**config.mk**
```make
export PLATFORM = sky130hd
export DESIGN_NAME = axi_lite_port_arbiter_flat
export DESIGN_NICKNAME = d
export VERILOG_FILES = /design/src/rtl/axi_lite_arb_pkg.sv /design/src/rtl/axi_lite_port_arbiter_if.sv /design/src/rtl/rr_priority_pick.sv /design/src/rtl/axi_lite_port_arbiter.sv /design/src/flat_wrapper.sv
export SDC_FILE = /design/constraint.sdc
export NUM_CORES = 1
export LEC_CHECK = 0
export CAP_MARGIN = 25
export CORE_AREA = 2 2 157 159
export CTS_BUF_LIST = sky130_fd_sc_hd__clkbuf_4 sky130_fd_sc_hd__clkbuf_8
export CTS_CLUSTER_DIAMETER = 60
export DETAILED_ROUTE_END_ITERATION = 10
export DIE_AREA = 0 0 159 161
export PLACE_DENSITY = 0.65
export SYNTH_ARGS = -nofsm -noshare
export SYNTH_HDL_FRONTEND = slang
export SYNTH_SLANG_ARGS = --single-unit
```
**constraint.sdc**
```tcl
create_clock -name clk -period 5.6 [get_ports clk]
set_input_delay 0.84 -clock clk [delete_from_list [all_inputs] [get_ports clk]]
set_output_delay 0.84 -clock clk [all_outputs]
set_load 0.05 [all_outputs]
```
**src/rtl/axi_lite_arb_pkg.sv**
```systemverilog
// Shared types and helpers for the AXI4-Lite port arbiter.
// Holds the FSM state encoding, the operation codes and a width helper.
package axi_lite_arb_pkg;

    typedef enum logic [1:0] {
        StIdle  = 2'd0,
        StIssue = 2'd1,
        StWait  = 2'd2,
        StDone  = 2'd3
    } arb_state_e;

    localparam logic OP_RD = 1'b0;
    localparam logic OP_WR = 1'b1;

    // Ceiling log2, never below 1, so that index vectors stay at least one bit wide.
    function automatic int unsigned clog2(input int unsigned value);
        int unsigned w;
        w = 1;
        while ((64'd1 << w) < 64'(value)) begin
            w++;
        end
        return w;
    endfunction

endpackage

```
**src/rtl/axi_lite_port_arbiter_if.sv**
```systemverilog
// Request/response bus between the arbiter and the shared AXI4-Lite master block.
// The arbiter uses the master modport; the master block uses the slave modport.
interface axi_lite_port_arbiter_if #(
    parameter int unsigned DATA_WIDTH = 32,
    parameter int unsigned ADDR_WIDTH = 32
) ();

    logic                  m_rd_req;
    logic                  m_wr_req;
    logic [ADDR_WIDTH-1:0] m_addr;
    logic [DATA_WIDTH-1:0] m_wdata;
    logic                  m_done;
    logic [DATA_WIDTH-1:0] m_rdata;
    logic                  m_err;

    modport master (
        output m_rd_req, m_wr_req, m_addr, m_wdata,
        input  m_done, m_rdata, m_err
    );

    modport slave (
        input  m_rd_req, m_wr_req, m_addr, m_wdata,
        output m_done, m_rdata, m_err
    );

endinterface

```
**src/rtl/rr_priority_pick.sv**
```systemverilog
// Combinational round-robin select: first pending index at or after the pointer, wrapping.
// Bits below the pointer are masked out of a doubled pend vector, so the upper copy handles wrap.
module rr_priority_pick
    import axi_lite_arb_pkg::*;
#(
    parameter  int unsigned NUM_REQ = 4,
    localparam int unsigned ID_W    = clog2(NUM_REQ)
) (
    input  logic [NUM_REQ-1:0] pend,
    input  logic [ID_W-1:0]    pointer,
    output logic [ID_W-1:0]    winner,
    output logic               any_valid
);

    logic [2*NUM_REQ-1:0] dbl;
    logic [2*NUM_REQ-1:0] masked;

    always_comb begin
        dbl    = {pend, pend};
        masked = '0;
        winner = '0;
        for (int j = 0; j < 2 * NUM_REQ; j++) begin
            masked[j] = dbl[j] && (j >= int'(pointer));
        end
        // Descending scan leaves the lowest set index as the final assignment.
        for (int j = 2 * NUM_REQ - 1; j >= 0; j--) begin
            if (masked[j]) begin
                winner = ID_W'(j % NUM_REQ);
            end
        end
        any_valid = |pend;
    end

endmodule

```
**src/rtl/axi_lite_port_arbiter.sv**
```systemverilog
// Round-robin arbiter sharing one AXI4-Lite master among NUM_REQ requesters,
// one transaction at a time, with a watchdog that force-completes hung transactions.
module axi_lite_port_arbiter
    import axi_lite_arb_pkg::*;
#(
    parameter  int unsigned NUM_REQ    = 4,
    parameter  int unsigned DATA_WIDTH = 32,
    parameter  int unsigned ADDR_WIDTH = 32,
    parameter  int unsigned TIMEOUT    = 255,
    localparam int unsigned ID_W       = clog2(NUM_REQ)
) (
    input  logic                           clk,
    input  logic                           reset,
    input  logic [NUM_REQ-1:0]             req_rd,
    input  logic [NUM_REQ-1:0]             req_wr,
    input  logic [NUM_REQ*ADDR_WIDTH-1:0]  req_addr,
    input  logic [NUM_REQ*DATA_WIDTH-1:0]  req_wdata,
    output logic [NUM_REQ-1:0]             req_ack,
    output logic                           req_err,
    output logic [DATA_WIDTH-1:0]          req_rdata,
    axi_lite_port_arbiter_if.master        m_bus,
    output logic [ID_W-1:0]                grant_id,
    output logic                           busy
);

    localparam logic [15:0]     TimeoutVal = 16'(TIMEOUT);
    localparam logic [ID_W-1:0] LastId     = ID_W'(NUM_REQ - 1);

    arb_state_e            state_q, state_d;
    logic [ID_W-1:0]       grant_q, grant_d;
    logic [ID_W-1:0]       ptr_q, ptr_d;
    logic                  op_q, op_d;
    logic [ADDR_WIDTH-1:0] addr_q, addr_d;
    logic [DATA_WIDTH-1:0] wdata_q, wdata_d;
    logic [DATA_WIDTH-1:0] rdata_q, rdata_d;
    logic                  err_q, err_d;
    logic [15:0]           wd_q, wd_d;

    logic [NUM_REQ-1:0]    pend;
    logic [ID_W-1:0]       winner;
    logic                  any_valid;

    assign pend = req_rd | req_wr;

    rr_priority_pick #(
        .NUM_REQ (NUM_REQ)
    ) u_pick (
        .pend      (pend),
        .pointer   (ptr_q),
        .winner    (winner),
        .any_valid (any_valid)
    );

    always_comb begin
        state_d = state_q;
        grant_d = grant_q;
        ptr_d   = ptr_q;
        op_d    = op_q;
        addr_d  = addr_q;
        wdata_d = wdata_q;
        rdata_d = rdata_q;
        err_d   = err_q;
        wd_d    = '0;
        unique case (state_q)
            StIdle: begin
                if (any_valid) begin
                    grant_d = winner;
                    addr_d  = req_addr[winner*ADDR_WIDTH +: ADDR_WIDTH];
                    wdata_d = req_wdata[winner*DATA_WIDTH +: DATA_WIDTH];
                    op_d    = req_wr[winner] ? OP_WR : OP_RD;
                    if (req_rd[winner] && req_wr[winner]) begin
                        // Read and write together is illegal: fail it without touching the bus.
                        err_d   = 1'b1;
                        rdata_d = '0;
                        state_d = StDone;
                    end else begin
                        state_d = StIssue;
                    end
                end
            end
            StIssue, StWait: begin
                if (state_q == StWait) begin
                    wd_d = wd_q + 16'd1;
                end
                if (m_bus.m_done) begin
                    rdata_d = (op_q == OP_RD) ? m_bus.m_rdata : '0;
                    err_d   = m_bus.m_err;
                    state_d = StDone;
                end else if (state_q == StWait && wd_d == TimeoutVal) begin
                    rdata_d = '0;
                    err_d   = 1'b1;
                    state_d = StDone;
                end else begin
                    state_d = StWait;
                end
            end
            StDone: begin
                ptr_d   = (grant_q == LastId) ? '0 : grant_q + 1'b1;
                state_d = StIdle;
            end
            default: state_d = StIdle;
        endcase
    end

    always_ff @(posedge clk or posedge reset) begin
        if (reset) begin
            state_q <= StIdle;
            grant_q <= '0;
            ptr_q   <= '0;
            op_q    <= OP_RD;
            addr_q  <= '0;
            wdata_q <= '0;
            rdata_q <= '0;
            err_q   <= 1'b0;
            wd_q    <= '0;
        end else begin
            state_q <= state_d;
            grant_q <= grant_d;
            ptr_q   <= ptr_d;
            op_q    <= op_d;
            addr_q  <= addr_d;
            wdata_q <= wdata_d;
            rdata_q <= rdata_d;
            err_q   <= err_d;
            wd_q    <= wd_d;
        end
    end

    always_comb begin
        req_ack = '0;
        if (state_q == StDone) begin
            req_ack[grant_q] = 1'b1;
        end
        req_err        = err_q && (state_q == StDone);
        req_rdata      = rdata_q;
        grant_id       = grant_q;
        busy           = (state_q != StIdle);
        m_bus.m_rd_req = (state_q == StIssue) && (op_q == OP_RD);
        m_bus.m_wr_req = (state_q == StIssue) && (op_q == OP_WR);
        m_bus.m_addr   = addr_q;
        m_bus.m_wdata  = wdata_q;
    end

endmodule
```
**src/flat_wrapper.sv**
```systemverilog
// flat-port wrapper written by rule: the top's interface ports become plain ports
module axi_lite_port_arbiter_flat import axi_lite_arb_pkg::*;
#(
    parameter  int unsigned NUM_REQ    = 4,
    parameter  int unsigned DATA_WIDTH = 32,
    parameter  int unsigned ADDR_WIDTH = 32,
    parameter  int unsigned TIMEOUT    = 255,
    localparam int unsigned ID_W       = clog2(NUM_REQ)
)
  (clk, reset, req_rd, req_wr, req_addr, req_wdata, req_ack, req_err, req_rdata, grant_id, busy, m_bus_m_rd_req, m_bus_m_wr_req, m_bus_m_addr, m_bus_m_wdata, m_bus_m_done, m_bus_m_rdata, m_bus_m_err);
  axi_lite_port_arbiter_if #(.DATA_WIDTH(DATA_WIDTH), .ADDR_WIDTH(ADDR_WIDTH)) m_bus_i ();
  input  logic clk;
  input  logic reset;
  input  logic [NUM_REQ-1:0] req_rd;
  input  logic [NUM_REQ-1:0] req_wr;
  input  logic [NUM_REQ*ADDR_WIDTH-1:0] req_addr;
  input  logic [NUM_REQ*DATA_WIDTH-1:0] req_wdata;
  output logic [NUM_REQ-1:0] req_ack;
  output logic req_err;
  output logic [DATA_WIDTH-1:0] req_rdata;
  output logic [ID_W-1:0] grant_id;
  output logic busy;
  output wire logic [$bits(m_bus_i.m_rd_req)-1:0] m_bus_m_rd_req;
  output wire logic [$bits(m_bus_i.m_wr_req)-1:0] m_bus_m_wr_req;
  output wire logic [$bits(m_bus_i.m_addr)-1:0] m_bus_m_addr;
  output wire logic [$bits(m_bus_i.m_wdata)-1:0] m_bus_m_wdata;
  input wire logic [$bits(m_bus_i.m_done)-1:0] m_bus_m_done;
  input wire logic [$bits(m_bus_i.m_rdata)-1:0] m_bus_m_rdata;
  input wire logic [$bits(m_bus_i.m_err)-1:0] m_bus_m_err;
  assign m_bus_m_rd_req = m_bus_i.m_rd_req;
  assign m_bus_m_wr_req = m_bus_i.m_wr_req;
  assign m_bus_m_addr = m_bus_i.m_addr;
  assign m_bus_m_wdata = m_bus_i.m_wdata;
  assign m_bus_i.m_done = m_bus_m_done;
  assign m_bus_i.m_rdata = m_bus_m_rdata;
  assign m_bus_i.m_err = m_bus_m_err;
  axi_lite_port_arbiter #(.NUM_REQ(NUM_REQ), .DATA_WIDTH(DATA_WIDTH), .ADDR_WIDTH(ADDR_WIDTH), .TIMEOUT(TIMEOUT)) u_core (.clk(clk), .reset(reset), .req_rd(req_rd), .req_wr(req_wr), .req_addr(req_addr), .req_wdata(req_wdata), .req_ack(req_ack), .req_err(req_err), .req_rdata(req_rdata), .m_bus(m_bus_i), .grant_id(grant_id), .busy(busy));
endmodule
```
# Word level (Yosys, flattened, before mapping)
# Index checks and enable logic that the tools add are counted.
[totals]
regBits = 120
inputBits = 300
output_inout_bits = 106
elab_cells = 80
[classes]
n_addsub = 2
n_lt_le_gt_ge = 6
n_eq_ne = 8
n_shift = 2
mux = 35
bitwise_logic = 2
reduce_logical = 16
[ops]
columns = ["cell", "n"]
rows = [
  ["128-bit by 8-bit variable part select with 32-bit output", 2],
  ["32-bit two-way mux", 5],
  ["32-bit one-hot mux with 2 select lines", 1],
  ["16-bit two-way mux", 3],
  ["2-bit two-way mux", 11],
  ["16-bit by 1-bit adder with 16-bit output, second input constant", 1],
  ["16-bit by 8-bit equality test with 1-bit output, second input constant", 1],
  ["1-bit logical AND", 9],
  ["1-bit two-way mux", 9],
  ["2-bit equality test, second input constant", 3],
  ["2-bit by 3-bit less-than comparator with 1-bit output, second input constant", 2],
  ["2-bit one-hot mux with 3 select lines", 1],
  ["1-bit binary-select mux with 2-bit select", 2],
  ["1-bit by 2-bit greater-or-equal comparator with 1-bit output, first input constant", 2],
  ["4-bit two-way mux", 1],
  ["2-bit by 1-bit != test with 1-bit output, second input constant", 2],
  ["4-bit bitwise OR", 1],
  ["4-bit AND reduction", 1],
  ["2-bit nonzero test", 2],
  ["4-bit OR reduction", 1],
  ["3-bit by 2-bit != test with 1-bit output, second input constant", 1],
  ["2-bit by 1-bit adder with 2-bit output, second input constant", 1],
  ["1-bit demux with 2-bit select", 1],
  ["2-bit by 1-bit equality test with 1-bit output, second input constant", 1],
  ["7 further kinds", 7],
]

# Longest topological paths before layout
# Gate-level depths: netlist (run 1).
[logic_depth]
ltp_word = 14
ltp_mapped = 10

# Cells and area by module
# A second synthesis (run 1) with hierarchy kept.
[unflattened]
cells_unflattened = 598
area_unflattened_um2 = 7449.6
[by_module_without_submodules]
columns = ["mod", "instances", "cells_each", "area_per_inst_um2"]
rows = [
  ["axi_lite_port_arbiter", 1, 587, 7379.6],
  ["rr_priority_pick", 1, 11, 70.1],
]

# Least setup slack after synthesis (run 1)
# No wires, ideal clock.
[synth_timing]
kind = "input port to flip-flop"
from = "input req_wr[2]"
to = "register u_core.rdata_q[0] (netlist: u_core.req_rdata[0])"
arrival_time_ns = 3.200
required_time_ns = 5.479
slack_ns = 2.280
cell_stages = 9
cell_sequence = "or2_1 a2111oi_0 or2_1 clkbuf_1 mux2_4 a211o_1 a211o_1 buf_2 a22o_1"
[synth_via]
elab_chain_cells = 13
[synth_rtl]
columns = ["item", "line", "rtl"]
rows = [
  ["from (decl)", "flat_wrapper.sv:15", "input logic [NUM_REQ-1:0] req_wr;"],
  ["4-bit bitwise OR", "axi_lite_port_arbiter.sv:43", "assign pend = req_rd | req_wr;"],
  ["2-bit two-way mux (7 in series)", "rr_priority_pick.sv:27", "if (masked[j]) begin"],
  ["1-bit binary-select mux with 2-bit select", "axi_lite_port_arbiter.sv:71", "if (req_rd[winner] && req_wr[winner]) begin"],
  ["1-bit two-way mux (not written as such)", "axi_lite_port_arbiter.sv:71", ""],
  ["1-bit logical AND", "axi_lite_port_arbiter.sv:71", ""],
  ["2-bit by 1-bit != test with 1-bit output (no source line)", "-", ""],
  ["4-bit AND reduction (no source line) *", "-", ""],
  ["to (signal assigned)", "axi_lite_port_arbiter.sv:123", "rdata_q <= rdata_d;"],
  ["to (decl)", "axi_lite_port_arbiter.sv:35", "logic [DATA_WIDTH-1:0] rdata_q, rdata_d;"],
]
# Mark *: on every way between the ends. The rest lies on a longest branch, timed or not. The select of a mux whose other input is x is not followed.
# A chain may end at the register's enable or synchronous reset.

# Worst setup path in the final report (run 1)
[layout_timing]
from = "input req_rd[3]"
to = "register u_core.addr_q[7] (netlist: u_core.m_bus.m_addr[7])"
[layout_via]
elab_chain_cells = 6
[layout_rtl]
columns = ["item", "line", "rtl"]
rows = [
  ["from (decl)", "flat_wrapper.sv:14", "input logic [NUM_REQ-1:0] req_rd;"],
  ["4-bit bitwise OR *", "axi_lite_port_arbiter.sv:43", ""],
  ["2-bit two-way mux (4 in series)", "rr_priority_pick.sv:27", ""],
  ["128-bit by 8-bit variable part select with 32-bit output", "axi_lite_port_arbiter.sv:68", "addr_d = req_addr[winner*ADDR_WIDTH +: ADDR_WIDTH];"],
  ["to (signal assigned)", "axi_lite_port_arbiter.sv:121", "addr_q <= addr_d;"],
  ["to (decl)", "axi_lite_port_arbiter.sv:33", "logic [ADDR_WIDTH-1:0] addr_q, addr_d;"],
]
# Mark *: on every way between the ends. The rest lies on a longest branch, timed or not.

==> impl_results.md, run 1 <==
* Largest family of logic cells by synthesized area: simple AND/OR/NAND/NOR gates
* Worst slew margin at 42.8%
* Setup bufs post-CTS at 0
* Clk_lat worst skew at ~0.43 ns
* Number of global-route vias before repair at 7490
* Max VDD drop at 0.000281 V
* Reg2reg start: u_core.ptr_q[0]$_DFFE_PP0P_
* First-pass GRT wire length at 42000 um
* Met3 global-route usage at under 10%
* Synth Instances at 959
* Final min period at 3.74 ns
* GRT overflow at 0
* Die X at 159 um
* Sequential-to-total area share from yosys stat at 42.5%
* Crit path capture: u_core.m_bus.m_addr[7]$_DFFE_PP0P_
* Largest net degree at the start of global routing at around 120
* Worst Path Required at 5.93 ns
* F_max at 267 MHz
* RSZ-0062 raised after global routing: false
* FF-to-FF End: u_core.req_rdata[23]$_DFFE_PP0P_
* Clock sinks at 120
* Pleak at 5.24 nW
* Routed Antenna Nets at 0
* Max Cap Viol at 0
* Mean post-synth cell area at 7.37 um2
* Reg2Reg Depth at 8
* Total Wirelength at 27800 um
* Worst Path Max Fanout at 78
* Period utilization at 66.8%
* Critical path class: in2reg
* Hold_buf cts at 0
* Met2 usage at 36.5%
* Post-synthesis compound-gate area fraction at 12.6%
* Routed WL per cell at 16.7 um
* Worst-case clock buffer depth at 2
* Clock slew seen by the registers of the worst setup and hold paths at 0.08 ns
* Final setup viols at 0
* Post_cts resized at 0
* Worst Setup SP: req_rd[3]
* Initial Utilization at 29.5%
* Initial DRT Pass Iterations at 5
* Synth warn at 0
* Startpoint Class: primary input
* Met1 Usage GRT at 25.1%
* Die area at 25600 um2
* Layout area overhead at 67.1%
* Post-synthesis adder-cell area fraction at ~1.8%
* FF-to-FF setup slack at 2.48 ns
* Post-Syn Nets at 1269
* Fin. Hold Viols at 0
* Pins Over Slew Limit at 0
* Pwr Density at 575 nW/um2
* Post-synth top area share at ~42%
* Tightest Pin Transition at between 0.8 and 0.9 ns
* Hold Crit Class: reg2reg
* FP Rows at 57
* Setup_tns at 0 ns
* Synthesis-stage register bit count at 120
* Synth area leaders: dfrtp_1 (42%), nand2_1 (21%), nand3_1 (9.5%)
* Post-synthesis mux area share at less than 1%
* GRT busiest layer: met2
* Outcome: finished, final reports clean
* H-tree lvl count at 4
* Clk_skew at 0.0203 ns
* Via/cell ratio at roughly 4.7
* Vias at 7883
* Critical path endpoint category: register
* Clk root buf: clkbuf_8
* Ys async rst share at 100%
* Pre-CTS setup slack at 0.794 ns
* Initial antenna violation count at 3
* Total power at 0.00679 W
* Synth area leader: dfrtp_1
* DPL Wire Length at 20700 um
* Core footprint at approximately 24000 um2
* I/O pin count at 406
* Simple-gate share of the synthesized area at 36.3%
* Layout net count at 1637
* Mapped Area at 7070 um2
* Final WS setup at 1.86 ns
* Num CTS Buffers at 17
* Drt drc at 0
* EDFF count, synth at 0
* Dpl cell area at between 10000 and 15000 um2
* Finished Cell Area at approximately 12000 um2
* Layout Utilization at around half
* Die height at roughly 160 um
* Final GP Congestion at a little over 0.9
* Layout cells sized above 1 at 4.10%
* Synth cell types at between 50 and 60
* CP arrival at 4.07 ns
* Total GRT Usage at 20.9%
* CTS tree: yes
* DR iter-0 viols at 561
* XOR/XNOR Fraction of Synth Area at approximately 1.5%
* Number of I/O port buffers at 405
* Ys flop type: dfrtp_1
==> routing by layer <==
layer / part of all wire, % / vias to the layer above
li1: - / 3942
met1: 42 / 3595
met2: 49 / 307
met3: 7.5 / 37
met4: 1.8 / 2
met5: 0.047 / -
==> state kept, by name, indices dropped and copies added, names as in the netlist <==
signal,count
u_core.err_q,1
u_core.grant_id,2
u_core.m_bus.m_addr,32
u_core.m_bus.m_wdata,32
u_core.op_q,1
u_core.ptr_q,2
u_core.req_rdata,32
u_core.state_q,2
u_core.wd_q,16
==> power breakdown <==
part / internal, W / switching [W]
sequential: 0.00125 / 0.000223
clock: 0.000405 / 0.000408
combinational: 0.00150 / 0.00300
==> cell usage after synthesis (all sizes together), types with 2 or more instances <==
cell type / n
dfrtp: 120
or3: 2
and2: 9
a22o: 32
a21boi: 2
xnor2: 3
mux2: 3
nor4: 7
o21a: 4
nor2b: 4
ha: 10
inv: 12
o21ai: 73
nand3: 134
o311a: 2
a21oi: 2
a211o: 2
nor3: 2
nand2: 400
nor2: 20
a211oi: 2
and4: 5
nand2b: 2
mux2i: 2
clkbuf: 59
a2111oi: 2
xor2: 9
or2: 4
nand4: 6
buf: 9
==> layout by cell type (no fill, tap or decap), types with 10 or more instances in the layout <==
cell type and n:
nor2_1 18, dfrtp_1 120, ha_1 10, o21ai_0 64, a22o_1 32, inv_1 11
nand3_1 134, clkdlybuf4s50_1 405, clkbuf_8 17, nand2_1 399
==> per-stage QoR <==
step	std cells	hold slack (ns)
floorplan	959	0.456
global placement	1630	0.460
detailed placement	1630	0.470
CTS	1662	0.488
global route	1666	0.504
finish	1666	0.482
==> layout make-up <==
class,count,area [um2]
clock buffers,17,234
flip-flops and latches,120,3000
fillers,2434,12200
repair buffers,417,4180
inverters,12,47.5
well taps,324,405
multi-input cells,759,3760
diodes,2,5.00
clock inverters,15,166
==> worst min-delay path by stage <==
stage / from / end / cells past startpoint
after floorplan: u_core.err_q$_DFFE_PP0P_ / u_core.err_q$_DFFE_PP0P_ / 1
after global placement: u_core.m_bus.m_wdata[5]$_DFFE_PP0P_ / u_core.m_bus.m_wdata[5]$_DFFE_PP0P_ / 2
after detailed placement: u_core.m_bus.m_wdata[24]$_DFFE_PP0P_ / u_core.m_bus.m_wdata[24]$_DFFE_PP0P_ / 2
after CTS: u_core.m_bus.m_addr[11]$_DFFE_PP0P_ / u_core.m_bus.m_addr[11]$_DFFE_PP0P_ / 2
after global routing: u_core.m_bus.m_addr[29]$_DFFE_PP0P_ / u_core.m_bus.m_addr[29]$_DFFE_PP0P_ / 2
final: u_core.m_bus.m_addr[11]$_DFFE_PP0P_ / u_core.m_bus.m_addr[11]$_DFFE_PP0P_ / 2
==> kinds of logic (layout without fill, tap and decap cells) <==
logic type | after synthesis | count (layout)
AO/OA/AOI/OAI | 132 | 132
XOR/XNOR | 12 | 12
adder cells (fa/ha/maj) | 10 | 10
buffers and inverters | 80 | 461
flip-flops | 120 | 120
multiplexers | 5 | 5
other | 0 | 2
AND/OR/NAND/NOR | 600 | 600
==> critical path, stage by stage <==
cell and delay (ns):
clkdlybuf4s50_1 0.52, nor4_2 0.46, a2111oi_0 0.12, dlymetal6s2s_1 0.20, nor2_4 0.14, buf_4 0.47, buf_4 0.73, nand2_1 0.16
nand3_1 0.12, nand2_1 0.05, o21ai_0 0.15
No activity file was read; power rests on OpenSTA's default activity.
==> run 2: changes to the inputs <==
- CORE_AREA: 2 2 157 159 -> 2 2 158 160
- DIE_AREA: 0 0 159 161 -> 0 0 160 162
- PLACE_DENSITY: 0.65 -> not set
- clock period: 5.6 -> 3.5 ns (I/O delays scaled with it)
==> impl_results.md, run 2 (synthesis results as in run 1) <==
* Worst Path Required at 3.81 ns (-2.12 ns)
* Max incr delay on CP at 0.47 ns (-0.26 ns)
* Fin Hold WS at 0.481 ns (-0.00139 ns)
* Critical path endpoint category: register
* RSZ-0062 raised after global routing: false
* Number of I/O port buffers at 405 (unchanged)
* I/O pin count at 406 (unchanged)
* Cell mode on critical path: a211o_1
* Die height at 162 um (+0.62%)
* Pleak at 5.31 nW (+1.4%)
* FP Rows at 57 (unchanged)
* DR iter-0 viols at 348 (-38%)
* Dpl cell area at 11500 um2 (+1.6%)
* Routed Antenna Nets at 0 (unchanged)
* Period utilization at 90.2%
* Total GRT Usage at 21.5% (+0.56 points)
* Critical path class: in2reg
* Final min period at 3.16 ns
* Outcome: finished, final reports clean
* DPL Wire Length at 20800 um (+0.69%)
* Clk root buf: clkbuf_8
* Post_cts resized at 0 (unchanged)
* Layout net count at 1651 (+0.86%)
* Number of global-route vias before repair at 7875 (+5.1%)
* Pre-CTS setup slack at -0.0517 ns (-0.845 ns)
* Die X at 160 um (+0.63%)
* Pins Over Slew Limit at 0 (unchanged)
* Worst-case clock buffer depth at 2 (unchanged)
* WP buf/inv at 3 (-1)
* Worst slew margin at 42.5% (-0.31 points)
* Startpoint Class: primary input
* Worst Path Max Fanout at 32 (-59%)
* Cell Chain, Critical Path: clkdlybuf4s50_1, or2_1, a2111oi_0, buf_4, or2_4, mux2_4, a211o_1, a211o_1, buf_12, a22o_1
* Clk_lat worst skew at 0.44 ns (about the same)
* Total Wirelength at 28300 um (+2.0%)
* Finished Cell Area at 12000 um2 (+1.4%)
* Crit path max-delay family: compound AO/OA/AOI/OAI gates
* Core footprint at 24100 um2 (+0.60%)
* Tightest Pin Transition at 0.862 ns (+0.00464 ns)
* Most common cell after layout, fill and taps aside: clkdlybuf4s50_1
* Largest net degree at the start of global routing at 135 (+12%)
* CP arrival at 3.47 ns (-0.60 ns)
* Clock sinks at 120 (unchanged)
* Initial DRT Pass Iterations at 4 (-1)
* H-tree lvl count at 4 (unchanged)
* Hold_buf cts at 0 (unchanged)
* First-pass GRT wire length at 43800 um (+4.3%)
* Slowest CP cell: a2111oi_0
* Fin. Hold Viols at 0 (unchanged)
* Most frequent cells in the layout: clkdlybuf4s50_1 (405), nand2_1 (399), nand3_1 (134)
* Dpl cells at 1646 (+0.98%)
* Die area at 25900 um2 (+1.3%)
* Final WS setup at 0.343 ns (-1.52 ns)
* Via/cell ratio at 4.69 (-0.79%)
* Max Cap Viol at 0 (unchanged)
* Routed WL per cell at 16.9 um (+1.2%)
* Num CTS Buffers at 17 (unchanged)
* Final GP Congestion at 0.836 (-8.1%)
* Post-route insts no fill at 1679 (+0.78%)
* Layout area overhead at 69.4%
* GRT overflow at 0 (unchanged)
* Initial antenna violation count at 3 (unchanged)
* Vias at 7882 (-0.013%)
* Pwr Density at 918 nW/um2 (+60%)
* Clk_skew at 0.0193 ns (-0.000992 ns)
* Layout cells sized above 1 at 5.17% (+1.1 points)
* Max VDD drop at 0.000605 V (+120%)
* Setup bufs post-CTS at 0 (unchanged)
* Final setup viols at 0 (unchanged)
* Initial Utilization at 29.3% (-0.17 points)
* F_max at 317 MHz
* CTS tree: yes
* Drt drc at 0 (unchanged)
* Clock slew seen by the registers of the worst setup and hold paths at 0.08 ns (about the same)
* Hold Crit Class: reg2reg
==> run 2: changes by cell type in the layout (fill, tap and decap cells not counted), moves of 2 or more <==
cell / before / now
buf_4: 9 / 20
buf_12: 1 / 6
clkinvlp_4: 2 / 5
clkinv_4: 4 / 2
==> run 2: where the power goes <==
group	leakage [nW]	switching (W)	internal, W
clock	0.203	0.000622	0.000739
sequential	1.54	0.000351	0.00199
combinational	3.57	0.00480	0.00248
total	5.31	0.00577	0.00522
==> run 2: metal layers <==
layer / vias up / global-route usage (%) / wire [um]
li1: 3965 / - / -
met4: 2 / 4.26 / 306
met3: 22 / 7.12 / 2110
met2: 287 / 37.6 / 13900
met1: 3606 / 25.9 / 12100
met5: - / 0 / 13
==> run 2: tightest hold or removal path, cell delays in order (launching register included) <==
cell and delay [ns]:
dfrtp_1 0.35, nand2_1 0.05, o21ai_0 0.06
==> run 2: area by class of cell <==
type                    instances  area, um2
fillers                      2440      12100
repair buffers                431       4320
multi-input cells             759       3760
flip-flops and latches        120       3000
well taps                     324        405
clock buffers                  19        255
clock inverters                13        169
inverters                      12       48.8
diodes                          1       2.50
==> run 2: worst paths after layout <==
kind | start | to | slack [ns] | cells after the start
min in group asynchronous | reset | u_core.req_rdata[29]$_DFFE_PP0P_ | 0.65 | 3
hold / removal | u_core.m_bus.m_wdata[17]$_DFFE_PP0P_ | u_core.m_bus.m_wdata[17]$_DFFE_PP0P_ | 0.48 | 2
setup reg to reg | u_core.ptr_q[0]$_DFFE_PP0P_ | u_core.req_rdata[13]$_DFFE_PP0P_ | 0.54 | 9
setup / recovery | req_wr[2] | u_core.req_rdata[13]$_DFFE_PP0P_ | 0.34 | 10
hold reg to reg | u_core.m_bus.m_wdata[17]$_DFFE_PP0P_ | u_core.m_bus.m_wdata[17]$_DFFE_PP0P_ | 0.48 | 2
max in group asynchronous | reset | u_core.wd_q[3]$_DFF_PP0_ | 2.36 | 3
==> run 2: stage by stage <==
step / TNS, ns / util (%) / total power, W
finish: 0 / 49.7 / 0.0110
global route: 0 / 49.7 / 0.0118
CTS: 0 / 49.6 / 0.0111
detailed placement: -1.27 / 47.9 / 0.00973
global placement: 0 / 47.9 / 0.00967
floorplan: 0 / - / 0.00711
==> run 3: changes to the inputs <==
- ABC_AREA: not set -> 1
- CORE_AREA: 2 2 158 160 -> 4 4 156 158
- PLACE_DENSITY_LB_ADDON: not set -> 0.2
==> impl_results.md, run 3 <==
* Worst-case clock buffer depth at 2 (unchanged)
* Die height at 162 um (unchanged)
* Clk_skew at 0.0145 ns (-0.00487 ns)
* Critical path endpoint category: output port
* Synth warn at 0 (unchanged)
* Die area at 25900 um2 (unchanged)
* Most common cell after layout, fill and taps aside: clkdlybuf4s50_1
* Ys flop type: dfrtp_1
* Fill count at 2296 (-5.9%)
* Critical path class: reg2out
* Drt drc at 0 (unchanged)
* Slowest CP cell: clkdlybuf4s50_1
* CTS tree: yes
* Largest net degree at the start of global routing at 66 (-51%)
* Startpoint Class: register
* Total Wirelength at 29600 um (+4.5%)
* Tightest Pin Transition at 0.708 ns (-0.155 ns)
* Routed Antenna Nets at 0 (unchanged)
* Worst Setup SP: u_core.state_q[0]$_DFFE_PP0P_
* Worst Path Required at 2.97 ns (-0.84 ns)
* Final GP Congestion at 0.848 (+1.4%)
* Final min period at 2.75 ns (-0.404 ns)
* Setup_tns at 0 ns (unchanged)
* Via/cell ratio at 4.92 (+4.8%)
* Sequential Area at 3000 um2 (unchanged)
* Hold_buf cts at 0 (unchanged)
* Core footprint at 23100 um2 (-4.1%)
* Pins Over Slew Limit at 0 (unchanged)
* Post-synth top area share at 41.7% (-0.76 points)
* Post-Syn Nets at 1308 (+3.1%)
* Commonest cells post-synth: nor2_1 (243), nand2_1 (182), o21ai_0 (126), dfrtp_1 (120), inv_1 (67)
* Hold Startpoint: u_core.err_q$_DFFE_PP0P_
* Number of global-route vias before repair at 8305 (+5.5%)
* Setup bufs post-CTS at 0 (unchanged)
* EDFF count, synth at 0 (unchanged)
* Clock sinks at 120 (unchanged)
* Cell Chain, Critical Path: ha_1, nand2_1, inv_1, clkdlybuf4s50_1
* Post_cts resized at 0 (unchanged)
* Num CTS Buffers at 17 (unchanged)
* WP buf/inv at 2 (-1)
* Vias at 8269 (+4.9%)
* Multi-input logic area at 3610 um2 (-3.9%)
* Final setup viols at 0 (unchanged)
* Routed WL per cell at 17.6 um (+4.4%)
* Crit path max-delay family: buffers and inverters
* I/O pin count at 406 (unchanged)
* DPL Wire Length at 22300 um (+7.3%)
* Initial Utilization at 31.1% (+1.8 points)
* Max VDD drop at 0.000386 V (-36%)
* Worst slew margin at 52.7% (+10 points)
* Period utilization at 78.6% (-12 points)
* Synthesis-stage register bit count at 120 (unchanged)
* Initial antenna violation count at 2 (-1)
* Pwr Density at 905 nW/um2 (-1.4%)
* Outcome: finished, final reports clean
* DR iter-0 viols at 464 (+33%)
* RSZ-0062 raised after global routing: false
* First-pass GRT wire length at 46000 um (+4.9%)
* GRT overflow at 0 (unchanged)
* Synth area leader: dfrtp_1
* Total GRT Usage at 22.3% (+0.79 points)
* Number of I/O port buffers at 405 (unchanged)
* Sequential-to-total area share from yosys stat at 41.7% (-0.76 points)
* H-tree lvl count at 4 (unchanged)
* CP arrival at 2.23 ns (-1.24 ns)
* Die X at 160 um (unchanged)
* Initial DRT Pass Iterations at 5 (+1)
* Pleak at 5.14 nW (-3.3%)
* Most frequent cells in the layout: clkdlybuf4s50_1 (405), nor2_1 (241), nand2_1 (182)
* F_max at 363 MHz (+15%)
* Layout area overhead at 66.1%
* Reg2reg start: u_core.state_q[0]$_DFFE_PP0P_
* Mapped Area at 7200 um2 (+1.8%)
* Layout cells sized above 1 at 6.12% (+0.95 points)
* Fin. Hold Viols at 0 (unchanged)
* Max Cap Viol at 0 (unchanged)
* Ys async rst share at 100% (unchanged)
* Layout Utilization at 51.7% (+2.0 points)
* Most frequent cell after synthesis: nor2_1
* Hold Crit Class: reg2reg
* Layout net count at 1686 (+2.1%)
* Synth Instances at 998 (+4.1%)
* Synth cell types at 33 (-39%)
* FP Rows at 56 (-1.8%)
* Clk root buf: clkbuf_8
* Max incr delay on CP at 0.83 ns (+0.36 ns)
* Clk_lat worst skew at 0.44 ns (about the same)
* Mean post-synth cell area at 7.21 um2 (-2.2%)
* Clock slew seen by the registers of the worst setup and hold paths at 0.07 ns (about the same)
* Worst Path Max Fanout at 10 (-69%)
* Synth area leaders: dfrtp_1 (42%), nor2_1 (13%), nand2_1 (9.5%)
-- run 3: final timing paths --
kind	end	slack [ns]	depth (start not counted)
min in group asynchronous	u_core.m_bus.m_wdata[5]$_DFFE_PP0P_	0.55	2
max in group asynchronous	u_core.err_q$_DFFE_PP0P_	2.13	3
setup reg to reg	u_core.req_rdata[31]$_DFFE_PP0P_	0.76	13
setup / recovery	req_ack[3]	0.75	4
hold reg to reg	u_core.err_q$_DFFE_PP0P_	0.48	2
hold / removal	u_core.err_q$_DFFE_PP0P_	0.48	2
-- run 3: metrics by stage --
step | hold WS [ns] | instances | total power [W] | worst slack, ns | area [um2]
final | 0.478 | 1681 | 0.0108 | 0.748 | 12000
after detailed placement | 0.461 | 1647 | 0.00951 | 0.601 | 11500
after global routing | 0.492 | 1681 | 0.0116 | 0.417 | 12000
after CTS | 0.478 | 1679 | 0.0109 | 0.678 | 11900
after floorplan | 0.442 | 998 | 0.00702 | 1.42 | 7200
after global placement | 0.455 | 1647 | 0.00948 | 0.604 | 11500
-- run 3: logic make-up after synthesis --
logic type / after synthesis / share of synthesized area (%)
simple gates: 519 / 30.3
fa+ha+maj: 10 / 1.74
compound gates: 211 / 18.1
buf+inv: 138 / 8.17
flops: 120 / 41.7
-- run 3: where the power goes --
group          internal [W]  switching (W)
clock network      0.000750       0.000628
registers           0.00201       0.000369
logic               0.00230        0.00477
total               0.00506        0.00576
-- run 3: final cells by class --
type / count / share of cell area (%)
tap: 290 / 3.04
multi-input combinational: 740 / 30.2
sequential: 120 / 25.1
antenna: 2 / 0.0419
timing repair buffer: 427 / 35.7
inverter: 70 / 2.25
clock buffer: 19 / 2.19
clock inverter: 13 / 1.41
-- run 3: metal layers --
metal	GRT usage, %	wire (um)	up-vias
li1	-	-	4083
met1	26.6	11800	3869
met2	39.3	15200	289
met3	6.77	2160	28
met4	5.40	397	0
met5	0	0	-
-- run 3: worst reg2reg max path: stages (launching register included) --
cell     delay, ns
dfrtp_1       0.41
inv_1         0.13
ha_1          0.54
inv_1         0.12
nor2_1        0.11
o21ai_0       0.10
nor2_1        0.12
nand2_1       0.06
nor2_1        0.10
nand3_1       0.13
nand2_4       0.20
nand3_4       0.36
nand2_1       0.18
nand2_1       0.06
